[src/rtl/instruction_fetch.sv]
// ---------------------------------------------------------------------------
// instruction_fetch
//
// Fetch stage sitting directly in front of a unified, word-addressed memory
// with a one-cycle read latency. Every cycle it presents a word address.
// One cycle later it captures the word that the memory returns into a small
// skid FIFO. Decode drains the FIFO over a valid/ready handshake. A redirect
// loads a new PC and squashes everything older: the FIFO contents and the
// response that is in flight.
//
// Parameters:
//   RESET_PC   first word address fetched after reset
//   BUF_DEPTH  skid FIFO entries (2..4); 2 sustains one instruction per cycle
//
// Ports:
//   clk            system clock, rising edge
//   reset          asynchronous active-low reset
//   instruct_addr  word address to memory (sampled by memory on next edge)
//   instruct_val   memory read data, valid the cycle after the address
//   redirect       load redirect_addr as new PC and flush; highest priority
//   redirect_addr  redirect target word address
//   instr_ready    decode accepts the head word this cycle
//   instr_valid    head FIFO entry is valid
//   instr_out      head instruction word (0 when not valid)
//   instr_pc       word address of instr_out (0 when not valid)
//
// Optional build macro FETCH_PERF_EN adds two saturating counters:
//   perf_fetches   memory requests issued (redirect fetches included)
//   perf_bubbles   cycles with instr_valid low since reset release
// ---------------------------------------------------------------------------
module instruction_fetch #(
  parameter logic [31:0] RESET_PC  = 32'h0000_0000,
  parameter int          BUF_DEPTH = 2
) (
  input  logic        clk,
  input  logic        reset,
  output logic [31:0] instruct_addr,
  input  logic [31:0] instruct_val,
  input  logic        redirect,
  input  logic [31:0] redirect_addr,
  input  logic        instr_ready,
  output logic        instr_valid,
  output logic [31:0] instr_out,
  output logic [31:0] instr_pc
`ifdef FETCH_PERF_EN
  ,
  output logic [31:0] perf_fetches,
  output logic [31:0] perf_bubbles
`endif
);

  localparam int PW = $clog2(BUF_DEPTH);
  localparam int CW = $clog2(BUF_DEPTH + 1);
  localparam logic [PW-1:0] LAST_PTR = PW'(BUF_DEPTH - 1);
  localparam logic [CW-1:0] FULL_CNT = CW'(BUF_DEPTH);
  localparam logic [CW:0]   DEPTH_EXT = (CW + 1)'(BUF_DEPTH);

  // fetch side
  logic [31:0] pc;
  logic        resp_pending;
  logic [31:0] resp_pc;

  // skid FIFO
  logic [31:0]   buf_data [BUF_DEPTH];
  logic [31:0]   buf_pc   [BUF_DEPTH];
  logic [PW-1:0] rd_ptr;
  logic [PW-1:0] wr_ptr;
  logic [CW-1:0] count;

  logic        pop;
  logic        push;
  logic        issue;
  logic [CW:0] occupancy;

  function automatic logic [PW-1:0] ptr_inc(input logic [PW-1:0] p);
    return (p == LAST_PTR) ? '0 : p + PW'(1);
  endfunction

  assign instr_valid = (count != '0);
  assign instr_out   = instr_valid ? buf_data[rd_ptr] : '0;
  assign instr_pc    = instr_valid ? buf_pc[rd_ptr]   : '0;

  assign pop  = instr_valid & instr_ready & ~redirect;
  // a redirect squashes the response that arrives in the same cycle
  assign push = resp_pending & ~redirect;

  // A redirect target is presented combinationally so that the memory
  // starts on it immediately. Otherwise the current PC is shown even when
  // no request is issued. That re-read is harmless because it is never
  // captured.
  assign instruct_addr = redirect ? redirect_addr : pc;

  // Only issue when the word will have a slot on arrival: words already
  // buffered plus the one in flight, less the word leaving this cycle.
  always_comb begin
    occupancy = {1'b0, count} + {{CW{1'b0}}, resp_pending} - {{CW{1'b0}}, pop};
    issue     = ~redirect & (occupancy < DEPTH_EXT);
  end

  always_ff @(posedge clk or negedge reset) begin
    if (!reset) begin
      pc           <= RESET_PC;
      resp_pending <= 1'b0;
      resp_pc      <= '0;
    end else if (redirect) begin
      pc           <= redirect_addr + 32'd1;
      resp_pending <= 1'b1;
      resp_pc      <= redirect_addr;
    end else if (issue) begin
      pc           <= pc + 32'd1;
      resp_pending <= 1'b1;
      resp_pc      <= pc;
    end else begin
      resp_pending <= 1'b0;
    end
  end

  always_ff @(posedge clk or negedge reset) begin
    if (!reset) begin
      rd_ptr <= '0;
      wr_ptr <= '0;
      count  <= '0;
    end else if (redirect) begin
      rd_ptr <= '0;
      wr_ptr <= '0;
      count  <= '0;
    end else begin
      if (push) wr_ptr <= ptr_inc(wr_ptr);
      if (pop)  rd_ptr <= ptr_inc(rd_ptr);
      case ({push, pop})
        2'b10:   count <= count + CW'(1);
        2'b01:   count <= count - CW'(1);
        default: count <= count;
      endcase
    end
  end

  // Storage needs no reset: the read side is masked by instr_valid.
  always_ff @(posedge clk) begin
    if (push) begin
      buf_data[wr_ptr] <= instruct_val;
      buf_pc[wr_ptr]   <= resp_pc;
    end
  end

`ifdef FETCH_PERF_EN
  always_ff @(posedge clk or negedge reset) begin
    if (!reset) begin
      perf_fetches <= '0;
      perf_bubbles <= '0;
    end else begin
      if ((issue || redirect) && (perf_fetches != 32'hFFFF_FFFF))
        perf_fetches <= perf_fetches + 32'd1;
      if (!instr_valid && (perf_bubbles != 32'hFFFF_FFFF))
        perf_bubbles <= perf_bubbles + 32'd1;
    end
  end
`endif

  // the issue rule must make a push into a full FIFO impossible
  a_no_overflow: assert property (@(posedge clk) disable iff (!reset)
    !(push && !pop && (count == FULL_CNT)));

endmodule

[config.mk]
export PLATFORM = sky130hd
export DESIGN_NAME = instruction_fetch
export DESIGN_NICKNAME = d
export VERILOG_FILES = /design/src/rtl/instruction_fetch.sv
export SDC_FILE = /design/constraint.sdc
export NUM_CORES = 1
export LEC_CHECK = 0
export BUFFER_PORTS_ARGS = -buffer_cell sky130_fd_sc_hd__clkbuf_2
export CAP_MARGIN = 40
export CORE_MARGIN = 2
export CORE_UTILIZATION = 45
export CTS_BUF_LIST = sky130_fd_sc_hd__clkbuf_4 sky130_fd_sc_hd__clkbuf_8
export DETAILED_ROUTE_END_ITERATION = 10
export PLACE_DENSITY = 0.67
export SYNTH_ARGS = -nofsm -noshare
export SYNTH_HDL_FRONTEND = slang
export SYNTH_SLANG_ARGS = --single-unit
[constraint.sdc]
create_clock -name clk -period 14.98 [get_ports clk]
set_clock_uncertainty 0.05 [all_clocks]
set_input_delay 2.996 -clock clk [delete_from_list [all_inputs] [get_ports clk]]
set_output_delay 2.996 -clock clk [all_outputs]
set_load 0.02 [all_outputs]
Word level (Yosys, flattened, before mapping)
Memories as Yosys holds them, arrays and structs flattened. Index checks and enable logic that the tools add are counted.

Equal/unequal tests: 2. Bitwise gates (word level): 5. Order comparisons: 1. Multiplexer cells: 19. Reductions and logical operators: 5. Add/subtract/negate cells: 8.

Operators by type and width (number): 32-bit 2-to-1 mux (7); 32-bit by 1-bit adder with 32-bit output, second input constant (2); 1-bit 2-to-1 mux (10); 2-bit nonzero test (4); 1-bit AND (4); 2-bit one-hot mux with 2 select lines (1); 2-bit by 1-bit adder with 3-bit output (1); 3-bit by 2-bit < comparator with 1-bit output, second input constant (1); 3-bit nonzero test (1); 3-bit by 1-bit subtractor with 3-bit output (1); 1-bit adder, second input constant (2); 2-bit by 1-bit adder with 2-bit output, second input constant (1); 2-bit by 1-bit equality test with 1-bit output, second input constant (1); 2-bit equality test, second input constant (1); 2-bit 2-to-1 mux (1); 2-bit by 1-bit subtractor with 2-bit output, second input constant (1); 1-bit inverter (1).

Input port bits: 68. Memories: 2. Flip-flop bits (word level): 69. Bits in writable memories: 128. Logic and storage cells: 48. Output and inout port bits: 97.

Memories: buf_data (words 2, width 32, read ports 1, clocked after memory_dff 0, write ports 1, line 64) `logic [31:0] buf_data [BUF_DEPTH];`; buf_pc (words 2, width 32, read ports 1, clocked after memory_dff 0, write ports 1, line 65) `logic [31:0] buf_pc [BUF_DEPTH];`.

Longest topological paths before layout
Gate-level depths: netlist (run 1).

Depth after elaboration: 8. Depth in mapped cells: 14. Depth with buffers taken out: 11.

Worst setup path before layout (run 1)
No wires, ideal clock.

Path kind: input port to flip-flop. From: in redirect. To: mem buf_data[0][0] (enable). Stages on the path: 5. Path buffers: 4. Slack: 5.887 ns. Setup time: 0.578 ns. Arrival time: 8.464 ns. Cell sequence: buf_2 > buf_2 > buf_2 > buf_1 > nor3b_1.

Longest elaborated chain between the ends: 4.

Ends and longest elaborated chain: start: declaration (line 39) `input logic redirect,`; 1-bit inverter (line 85) `assign push = resp_pending & ~redirect;`; 1-bit AND (line 85); 1-bit 2-to-1 mux (line 140) `if (push) begin`; 1-bit 2-to-1 mux (not written as such) (line 141) `buf_data[wr_ptr] <= instruct_val;`; end: declaration (line 64).

Every way passes these cells.

Worst setup path after layout (run 1)
From: in redirect. To: out instruct_addr[24].

Longest elaborated chain between the ends: 1.

Ends and longest elaborated chain: 32-bit 2-to-1 mux (line 91) `assign instruct_addr = redirect ? redirect_addr : pc;`; end: declaration (line 37) `output logic [31:0] instruct_addr,`.

Every way passes these cells.

==> results.toml, run 1 <==
[status]
status = "complete, no violations"

[logic_synthesis]
yosysTopAreaCell = "edfxtp_1"
syn_avg_cell_area_um2 = 12.13
syn_inst = 728
ys_ff_latch = 197
syn_area_mm2 = 0.008828
synth-edff-count = 128
synth_top_cells_by_count = "nor2_1, edfxtp_1, mux2i_1"
async_flop_share_pct = 35.03
yosys_warnings = 0
synth_most_common_cell = "nor2_1"
synth.area.top_cells = "edfxtp_1, dfrtp_1, mux2i_1"
yosysSeqAreaShare_pct = 63.10
synth_ff_type = "edfxtp_1"
synth.top_cell.area_share_pct = 43.54
synth_cell_type_count = 52
synth_nets = 798

[run]
drv_cap = 0

[setup_path]
cpMostUsedCell = "clkbuf_2"
cp-start-kind = "primary input"
endpoint_kind = "output pin"
arrival_ps = 4390
cpPeakStageDelay_ps = 530
crit_type = "primary input to output pin"
r2r-start = "count[1]$_DFFE_PN0P_"
cp_max_fo = 82
cp_slowest_cell = "mux2i_1"
worstPathRequired_ps = 11930
crit_path_cell_trace = "clkbuf_2 -> buf_4 -> buf_16 -> mux2i_1 -> inv_1 -> clkbuf_2"
reg2reg_slack_ps = 11360
r2r_end = "pc[25]$_DFFE_PN0P_"
reg2regPathDepth = 12

[floorplanning]
die-area_mm2 = 0.02075
rows = 51
chipHeight_um = 144.1
initial_core_util_pct = 45.66
coreArea_mm2 = 0.01933
die_w_um = 144.1
io_pins = 165

[timing]
maxSlewHeadroom_pct = 26.86
rsz0062_at_grt = "no"
hold_violations = 0
drv_slew = 0
final.period_utilization_pct = 49.63
period_needed_ps = 7435
whs_ps = 428.9
tightest_slew_ps = 1097
max_freq_mhz = 134.5
setup_slack_ps = 7545
setup_violations = 0
finalSetupTns_ps = 0

[hold_path]
hold_class = "register to register"
holdPathStages = 0
min_to = "buf_pc[1][15]$_DFFE_PP_"
min-delay-start = "resp_pc[15]$_DFFE_PN0P_"

[route]
wl_met1_mm = 9.425
drt_first_pass_iters = 7
vias = 6132
met3WireLength_mm = 1.640
wl_per_cell_um = 17.36
antenna_left = 0
drc = 0
top_layer = "met4"
wl_met2_mm = 8.944
vias_per_cell = 5.264
drt_iter0_markers = 465
wirelength_mm = 20.22

[power]
ir_drop_v = 0.00009293
leakagePower_nw = 4.207
power_density_mw_per_mm2 = 191.3

[clock_tree]
cts_root_buf = "clkbuf_8"
cts_tree = "done"
cts_resized = 0
clkLatencyLatePin_ps = 450
clock_sinks = 197
ctsHtreeMaxLevel = 4
cts_hold_buf = 0
postCtsSetupBuffers = 0
clockBufferDepth = 2
clkSlewWorstSetupHoldPaths_ps = 90
cts_inserted_buffers = 17

[grt]
grt_first_pass_wirelength_mm = 31.04
grt_use_total_pct = 19.64
grt_pass1_vias = 5780
antenna_found_initial = 0
grt_max_degree = 83
grt_overflow = 0

[cells_and_area]
area_delta_synth_final_pct = 17.53
final_nets = 957
fill_cells = 1694
antenna_cells = 0
drive_gt1_share_pct = 25.44

[placement]
pre_cts_slack_ps = 7583
place_congestion = 0.8859
placement.io_buffers = 164
dp_hpwl_mm = 14.06
-- report_power, final --
part | switching [mW] | leakage, nW | total, mW | internal (mW)
registers | 0.111 | 1.99 | 0.908 | 0.797
clock network | 0.179 | 0.194 | 0.324 | 0.145
logic | 0.501 | 2.03 | 0.752 | 0.251
total | 0.791 | 4.21 | 1.98 | 1.19
-- stage by stage --
step / std cells / total power, mW / cell area, um^2 / utilization (%)
after detailed placement: 1133 / 1.678 / 9998 / 51.71
after global routing: 1165 / 2.120 / 10380 / 53.67
final: 1165 / 1.985 / 10380 / 53.67
after floorplan: 728 / 1.416 / 8828 / -
after global placement: 1130 / 1.660 / 9916 / 51.28
after CTS: 1165 / 2.004 / 10380 / 53.67
-- cells by family after synthesis --
kind of cell | Yosys count | share of synthesized area, %
flops | 197 | 63.10
buf+inv | 68 | 3.146
xor+xnor | 19 | 1.885
fa+ha+maj | 2 | 0.3685
compound gates | 97 | 7.001
simple gates | 249 | 13.52
mux | 96 | 10.98
-- layout make-up --
type / count / area [um^2] / area share [%]
inverters: 31 / 116.4 / 1.121
multi-input cells: 463 / 2998 / 28.89
clock buffers: 21 / 276.5 / 2.665
repair buffers: 177 / 978.4 / 9.430
clock inverters: 11 / 101.3 / 0.9767
well taps: 265 / 331.6 / 3.195
flip-flops and latches: 197 / 5574 / 53.72
-- worst max path at each step --
stage                   from                       end  slack, ps
floorplan           redirect  buf_data[0][0]$_DFFE_PP_       5890
global placement    redirect         instruct_addr[24]       7310
detailed placement  redirect         instruct_addr[24]       7580
CTS                 redirect         instruct_addr[24]       7580
global route        redirect         instruct_addr[24]       7460
finish              redirect         instruct_addr[24]       7550
-- per-layer routing --
layer | track usage [%] | up-vias
met5 | 0 | -
met4 | 5.057 | 0
met3 | 5.166 | 14
met2 | 29.62 | 241
met1 | 28.43 | 2939
li1 | - | 2938
-- state kept, by name (all words and copies together), names as in the netlist --
signal / flops
buf_data: 64
buf_pc: 64
pc: 32
resp_pc: 32
count: 2
rd_ptr: 1
resp_pending: 1
wr_ptr: 1
-- cell usage in the layout, fill, tap and decap left out, types with 5 or more instances in the layout --
cell type	n
buf_4	10
o21a_1	7
clkbuf_8	19
nand3b_1	11
o31ai_1	12
and3_1	7
mux2i_1	89
dfrtp_1	68
nand4_1	7
nor3_1	9
clkbuf_2	163
nand2_1	36
nand3_1	17
edfxtp_1	128
mux2_2	7
nor2_1	132
inv_1	29
a21oi_1	46
nor4_1	6
a22oi_1	5
xnor2_1	17
-- worst max-delay path: cells and delay by family --
family | cells | cell delay [ps]
buf+inv | 5 | 780
mux | 1 | 530
No activity file was read; power rests on OpenSTA's default activity.
==> inputs of run 2 (changes only) <==
--- a/config.mk
+++ b/config.mk
@@ -11,7 +11,7 @@
 export CORE_UTILIZATION = 45
 export CTS_BUF_LIST = sky130_fd_sc_hd__clkbuf_4 sky130_fd_sc_hd__clkbuf_8
 export DETAILED_ROUTE_END_ITERATION = 10
-export PLACE_DENSITY = 0.67
+export PLACE_DENSITY = 0.69
 export SYNTH_ARGS = -nofsm -noshare
 export SYNTH_HDL_FRONTEND = slang
 export SYNTH_SLANG_ARGS = --single-unit
==> constraint.sdc (replaced) <==
create_clock -name clk -period 6.2 [get_ports clk]
set_clock_uncertainty 0.05 [all_clocks]
set_input_delay 1.24 -clock clk [delete_from_list [all_inputs] [get_ports clk]]
set_output_delay 1.24 -clock clk [all_outputs]
set_load 0.02 [all_outputs]
==> run 2 against run 1 <==
Effect of this change: count of clock-buffer cells in the layout decreased by 2; highest routed layer unchanged; combinational power grew 140%; flip-flop and latch count unchanged; global-route usage up 0.058 points.
==> results.toml, run 2 (synthesized netlist as in run 1, its figures left out) <==
[timing]
rsz0062_at_grt = "no"
finalSetupTns_ps = 0
tightest_slew_ps = 932.0
max_freq_mhz = 238.9
setup_violations = 0
drv_slew = 0
maxSlewHeadroom_pct = 37.87
period_needed_ps = 4185
final.period_utilization_pct = 67.50
hold_violations = 0

[setup_path]
reg2reg_slack_ps = 3250
worstPathRequired_ps = 4910
worstSetupStartpoint = "redirect"
r2r-start = "count[1]$_DFFE_PN0P_"
r2r_end = "resp_pc[8]$_DFFE_PN0P_"
cp-start-kind = "primary input"
crit_end = "instruct_addr[27]"
arrival_ps = 2900
reg2regPathDepth = 10
cp_max_fo = 34
endpoint_kind = "output pin"
crit_type = "primary input to output pin"

[cells_and_area]
final_nets = 956
drive_gt1_share_pct = 25.36
final_common_cell = "clkbuf_2"
fill_cells = 1735
multiInputGateArea_mm2 = 0.003008
layout_common_cells = "clkbuf_2, nor2_1, edfxtp_1"
antenna_cells = 0
fin_area_mm2 = 0.01039
area_delta_synth_final_pct = 17.67
top_regs = "buf_data: 64 flops, buf_pc: 64 flops"
seqCellArea_mm2 = 0.005574

[floorplanning]
die-area_mm2 = 0.02075
coreArea_mm2 = 0.01933
io_pins = 165
initial_core_util_pct = 45.66
die_w_um = 144.1
chipHeight_um = 144.1
rows = 51

[clock_tree]
cts_hold_buf = 0
cts_resized = 0
postCtsSetupBuffers = 0
cts_root_buf = "clkbuf_8"
clockBufferDepth = 2
cts_inserted_buffers = 17
clkSlewWorstSetupHoldPaths_ps = 90
ctsHtreeMaxLevel = 4
clock_sinks = 197
cts_tree = "done"
clkLatencyLatePin_ps = 460

[grt]
grt_pass1_vias = 5919
grt_first_pass_wirelength_mm = 31.00
antenna_found_initial = 0
grt_use_total_pct = 19.70
grt_overflow = 0
grt_max_degree = 63

[route]
drc = 0
wl_per_cell_um = 17.16
wirelength_mm = 19.98
drt_first_pass_iters = 5
drt_iter0_markers = 297
antenna_left = 0
vias = 6097
vias_per_cell = 5.238

[status]
status = "complete, no violations"

[power]
power_density_mw_per_mm2 = 463.4
leakagePower_nw = 4.198
ir_drop_v = 0.0002587

[placement]
dpl_cell_area_mm2 = 0.01000
dp_hpwl_mm = 14.07
placement.io_buffers = 164
place_congestion = 0.8805

[hold_path]
hold_class = "register to register"

[run]
drv_cap = 0
[run 2: cell types whose count changed in the layout (fill, tap and decap cells not counted), sizes merged]
cell / before / now
inv: 34 / 38
clkbuf: 184 / 181
clkinv: 5 / 2
clkinvlp: 2 / 3
[run 2: area by class of cell]
| type | count | area share [%] |
|---|---|---|
| clock buffers | 19 | 2.397 |
| inverters | 31 | 1.120 |
| multi-input cells | 463 | 28.95 |
| clock inverters | 13 | 1.337 |
| repair buffers | 176 | 9.346 |
| well taps | 265 | 3.192 |
| flip-flops and latches | 197 | 53.66 |
[run 2: worst min path at each step]
stage	startpoint	end	slack, ps	depth (start not counted)
after floorplan	resp_pc[0]$_DFFE_PN0P_	buf_pc[0][0]$_DFFE_PP_	390	0
after global placement	resp_pc[15]$_DFFE_PN0P_	buf_pc[1][15]$_DFFE_PP_	400	0
after detailed placement	resp_pc[16]$_DFFE_PN0P_	buf_pc[0][16]$_DFFE_PP_	410	0
after CTS	resp_pc[7]$_DFFE_PN0P_	buf_pc[0][7]$_DFFE_PP_	430	0
after global routing	resp_pc[6]$_DFFE_PN0P_	buf_pc[0][6]$_DFFE_PP_	440	0
final	resp_pc[6]$_DFFE_PN0P_	buf_pc[1][6]$_DFFE_PP_	440	0
[run 2: report_power, final]
part           switching [mW]  internal, mW
Sequential              0.286          1.92
Combinational            1.17         0.618
Clock                   0.468         0.341
Total                    1.93          2.88
[run 2: per-layer routing]
| metal | track usage [%] | up-vias | routed length, um |
|---|---|---|---|
| met3 | 4.834 | 17 | 1315 |
| met5 | 0 | - | 0 |
| li1 | - | 2946 | - |
| met2 | 33.41 | 206 | 9655 |
| met4 | 4.902 | 0 | 214 |
| met1 | 25.56 | 2928 | 8790 |
[run 2: stage by stage]
step                hold WS [ps]  worst slack [ps]  util, %  total power [mW]  cells
finish                     435.6              2015    53.73             4.814   1164
global route               441.5              1860    53.73             5.135   1164
CTS                        431.9              2014    53.73             4.874   1164
detailed placement         410.1              2020    51.72             4.065   1132
global placement           398.5              1692    51.30             3.994   1129
floorplan                  392.7              1125        -             3.412    728
[run 2: worst max-delay path: stages]
cell and delay (ps):
buf_2 420, buf_4 450, mux2i_1 520, inv_1 80, clkbuf_2 170
